**config.mk**
```make
export PLATFORM = sky130hd
export DESIGN_NAME = alu_accu_fetch
export DESIGN_NICKNAME = d
export VERILOG_FILES = /design/src/rtl/alu_accu_fetch.sv
export SDC_FILE = /design/constraint.sdc
export NUM_CORES = 1
export LEC_CHECK = 0
export CAP_MARGIN = 25
export CELL_PAD_IN_SITES_DETAIL_PLACEMENT = 1
export CELL_PAD_IN_SITES_GLOBAL_PLACEMENT = 1
export CORE_AREA = 5 5 62 64
export DETAILED_ROUTE_END_ITERATION = 8
export DIE_AREA = 0 0 67 69
export PLACE_DENSITY_LB_ADDON = 0.15
export SYNTH_ARGS = -nofsm -noshare
export SYNTH_HDL_FRONTEND = slang
export SYNTH_SLANG_ARGS = --single-unit
```
**constraint.sdc**
```tcl
create_clock -name clock_i -period 2.6 [get_ports clock_i]
set_input_delay 0.52 -clock clock_i [delete_from_list [all_inputs] [get_ports clock_i]]
set_output_delay 0.52 -clock clock_i [all_outputs]
set_load 0.03 [all_outputs]
```
**src/rtl/alu_accu_fetch.sv**
```systemverilog
// 4-bit datapath slice: program-byte fetch register, combinational ALU and
// accumulator. Operand A is the accumulator and operand B is the data bus.
`timescale 1ns/1ps
module alu_accu_fetch (
  input  logic       clock_i,
  input  logic       reset_i,
  input  logic       fetch_en_i,
  input  logic [7:0] program_byte_i,
  input  logic       load_acc_i,
  input  logic [2:0] fun_i,
  input  logic [3:0] data_bus_i,
  output logic [3:0] instr_o,
  output logic [3:0] oprnd_o,
  output logic [3:0] accu_o,
  output logic [3:0] alu_out_o,
  output logic       carry_o,
  output logic       zero_o
);

  logic [3:0] instr_q, instr_d;
  logic [3:0] oprnd_q, oprnd_d;
  logic [3:0] accu_q,  accu_d;
  logic [4:0] res;

  // Bit 4 of the 5-bit result carries the add carry or the subtract borrow.
  always_comb begin
    res = 5'd0;
    case (fun_i)
      3'b000:  res = {1'b0, accu_q};
      3'b001:  res = {1'b0, accu_q} - {1'b0, data_bus_i};
      3'b010:  res = {1'b0, data_bus_i};
      3'b011:  res = {1'b0, accu_q} + {1'b0, data_bus_i};
      3'b100:  res = {1'b0, ~(accu_q & data_bus_i)};
      default: res = 5'd0;
    endcase
  end

  assign alu_out_o = res[3:0];
  assign carry_o   = res[4];
  assign zero_o    = (res[3:0] == 4'd0);

  always_comb begin
    instr_d = instr_q;
    oprnd_d = oprnd_q;
    accu_d  = accu_q;
    if (fetch_en_i) begin
      instr_d = program_byte_i[7:4];
      oprnd_d = program_byte_i[3:0];
    end
    if (load_acc_i) accu_d = res[3:0];
  end

  always_ff @(posedge clock_i) begin
    if (reset_i) begin
      instr_q <= 4'd0;
      oprnd_q <= 4'd0;
      accu_q  <= 4'd0;
    end else begin
      instr_q <= instr_d;
      oprnd_q <= oprnd_d;
      accu_q  <= accu_d;
    end
  end

  assign instr_o = instr_q;
  assign oprnd_o = oprnd_q;
  assign accu_o  = accu_q;

endmodule

```
==> results of run 1 <==
-- power groups by stage --
stage,Clock [µW],Combinational (µW),Sequential (µW)
after floorplan,0,124,233
after global placement,0,283,208
after detailed placement,0,286,209
after CTS,154,307,204
after global routing,163,349,206
final,146,324,204
-- worst max path at each step --
stage | startpoint | endpoint | slack [ns]
3_3_place_gp | data_bus_i[0] | zero_o | -0.81
6_report | data_bus_i[1] | zero_o | -0.28
5_1_grt | data_bus_i[1] | zero_o | -0.38
4_1_cts | data_bus_i[1] | zero_o | -0.31
2_1_floorplan | fun_i[2] | zero_o | -0.30
3_5_place_dp | data_bus_i[0] | zero_o | -0.83
-- through the flow --
| stage | power [µW] | instance area, µm² | std cells | util (%) | setup WS (ns) |
|---|---|---|---|---|---|
| finish | 674 | 1540 | 205 | 47.6 | -0.278 |
| global route | 718 | 1540 | 205 | 47.6 | -0.375 |
| CTS | 666 | 1490 | 202 | 46.1 | -0.315 |
| detailed placement | 495 | 1380 | 196 | 42.8 | -0.830 |
| global placement | 490 | 1380 | 196 | 42.8 | -0.813 |
| floorplan | 358 | 838 | 96 | - | -0.300 |
-- cell usage after synthesis, drive strengths merged, types with 2 or more instances --
master	count	area share, %
a21oi	5	3.1
buf	2	2.3
clkbuf	2	0.93
dfxtp	12	30
ha	5	7.7
inv	3	1.4
mux2i	9	11
nand2	6	2.8
nand3	4	3.1
nor2	21	9.7
o211ai	2	1.9
o21a	4	3.7
o21ai	2	1.2
xor2	3	3.2
-- flip-flops by register name (all words and copies together) (netlist names) --
register and count:
accu_o 4, oprnd_o 4, instr_o 4
-- cell type report --
class	count	area [µm²]
clock buffer	4	36.3
fill	378	1690
inverter	3	13.8
multi-input combinational	77	611
sequential	12	240
tap	46	57.6
timing repair buffer	63	581
-- layer usage --
layer	wire, µm	up-vias	track usage, %
met5	0	-	0
met4	10	0	3.38
met3	115	2	2.92
met2	1380	24	20.5
met1	1170	451	14.9
li1	-	466	-
-- kinds of logic (layout without fill, tap and decap cells) --
logic type      Yosys count  in the layout  share of synthesized area [%]
buf+inv                   7             70                           4.63
simple gates             39             39                           24.4
xor+xnor                  4              4                           4.32
compound gates           19             19                           15.7
mux                       9              9                           11.1
fa+ha+maj                 6              6                           10.2
flops                    12             12                           29.6
-- worst max-delay path: cells and delay by family --
family          cells  cell delay (ns)
fa+ha+maj           2             0.43
buf+inv             4             0.41
xor+xnor            2             0.36
simple gates        2             0.36
compound gates      2             0.29
-- timing repair --
| action | CTS | global route |
|---|---|---|
| endpoints found under the hold margin | 0 | 0 |
| setup endpoints to repair | 6 | 4 |
| pin swaps | 13 | 6 |
| buffers inserted | 2 | 3 |
| gates resized for setup | 48 | 8 |
==> impl_metrics.tcl, run 1 <==
set metrics [dict create \
    status "finished, violations left" \
    violations "setup timing" \
    hpwlAfterDp_um 2140 \
    final_cell_mix "25 x buf_4, 24 x clkdlybuf4s50_1, 20 x nor2_1, 12 x dfxtp_1, 11 x buf_6" \
    cts_sinks 12 \
    portBuffers 36 \
    finalCriticalPeriod_ns 2.88 \
    fmax_mhz 347 \
    insertion_delay_ns 0.27 \
    antenna_found_initial 0 \
    hold_viol 0 \
    cap_violations 0 \
    tns_ns -0.657 \
    cp-end-kind "primary output" \
    htreeDepth 1 \
    syn_area_per_cell_um2 8.45 \
    die_h_um 69 \
    critical_path.startpoint_type "input pin" \
    r2r_end "accu_o[3]" \
    ios 37 \
    setup_viol_count_final 3 \
    rsz0062_at_grt "yes" \
    yosysUniqueCellTypes 33 \
    synth-async-reset-ratio_pct 0 \
    r2r-start "accu_o[2]" \
    yosysSeqAreaShare_pct 29.6 \
    r2r_cells 8 \
    ys_ff_latch 12 \
    yosys_warnings 0 \
    row_count 21 \
    area_growth_pct 89.8 \
    finalCritPeriodShare_pct 111 \
    drc 0 \
    intPower_uw 447 \
    drtIter0Drc 29 \
    first_pass_iters 4 \
    initial_utilization_pct 25.1 \
    diodes 0 \
    grt_pass1_vias 1018 \
    core_area_um2 3230 \
    grt-ovfl-total 0 \
    finalHoldWorstSlack_ns 0.501 \
    power.share.clock_pct 21.7 \
    final_common_cell "buf_4" \
    clk_path_buf_depth 2 \
    peakVddDrop_uv 273 \
    pwr-share-comb_pct 48.1 \
    critPathMaxFanout 2 \
    fin_skew_ns 0.000413 \
    crit_chain "buf_8, inv_4, ha_4, a21oi_2, xor2_1, ha_1, xor2_1, a32oi_1, nand2_2, buf_6, nor4_4, buf_6" \
    postCtsHoldBufs 0 \
    synthCells 96 \
    grt_use_total_pct 12.1 \
    routed_wl_um 2680 \
    gp_congestion 0.780 \
    cts_buffers 3 \
    crit_path_top_delay_cell "ha_1" \
    syn-num-nets 121 \
    synth_area_um2 811 \
    antenna_left 0 \
    cp.required_ns 2.08 \
    die_w_um 67 \
    min_to "oprnd_o[0]" \
    vias 943 \
    p_per_area_nw_per_um2 438 \
    via_per_inst 4.60 \
    p_sw_uw 228 \
    hold_path_class "reg -> reg" \
    clkSlewWorstSetupHoldPaths_ns 0.07 \
    worst_pin_slew_ns 0.461 \
    drive_gt1_share_pct 39.0 \
    critPathKind "in -> out" \
    grt_max_degree 14 \
    synth_edf_count 0 \
    ff2ff_setup_slack_ns 0.89 \
    clock-root-buffer "clkbuf_4" \
    timing.final.ws_setup_ns -0.278 \
    arrival_ns 2.36 \
    min_from "oprnd_o[0]" \
    routedWlPerCell_um 13.1 \
    slowest_delay_ns 0.28 \
    grt_first_pass_wirelength_um 4470 \
    slew_violations 0 \
    p_leak_uw 0.000689 \
    nets 185 \
    yosys_most_used_dff "dfxtp_1" \
    slew_headroom_pct 69.2 \
    die-area_um2 4620 \
    cts_tree "done" \
    power_frac_seq_pct 30.3 \
    p_sw_share_pct 33.7 \
    hold_depth 2 \
]
Note: power is estimated with default switching activity, not from simulation.
==> run 2, diff against run 1 <==
ABC_CLOCK_PERIOD_IN_PS = 2600   (was unset)
==> results of run 2 <==
The final DEF is identical to that of run 1; final timing and power are the same.
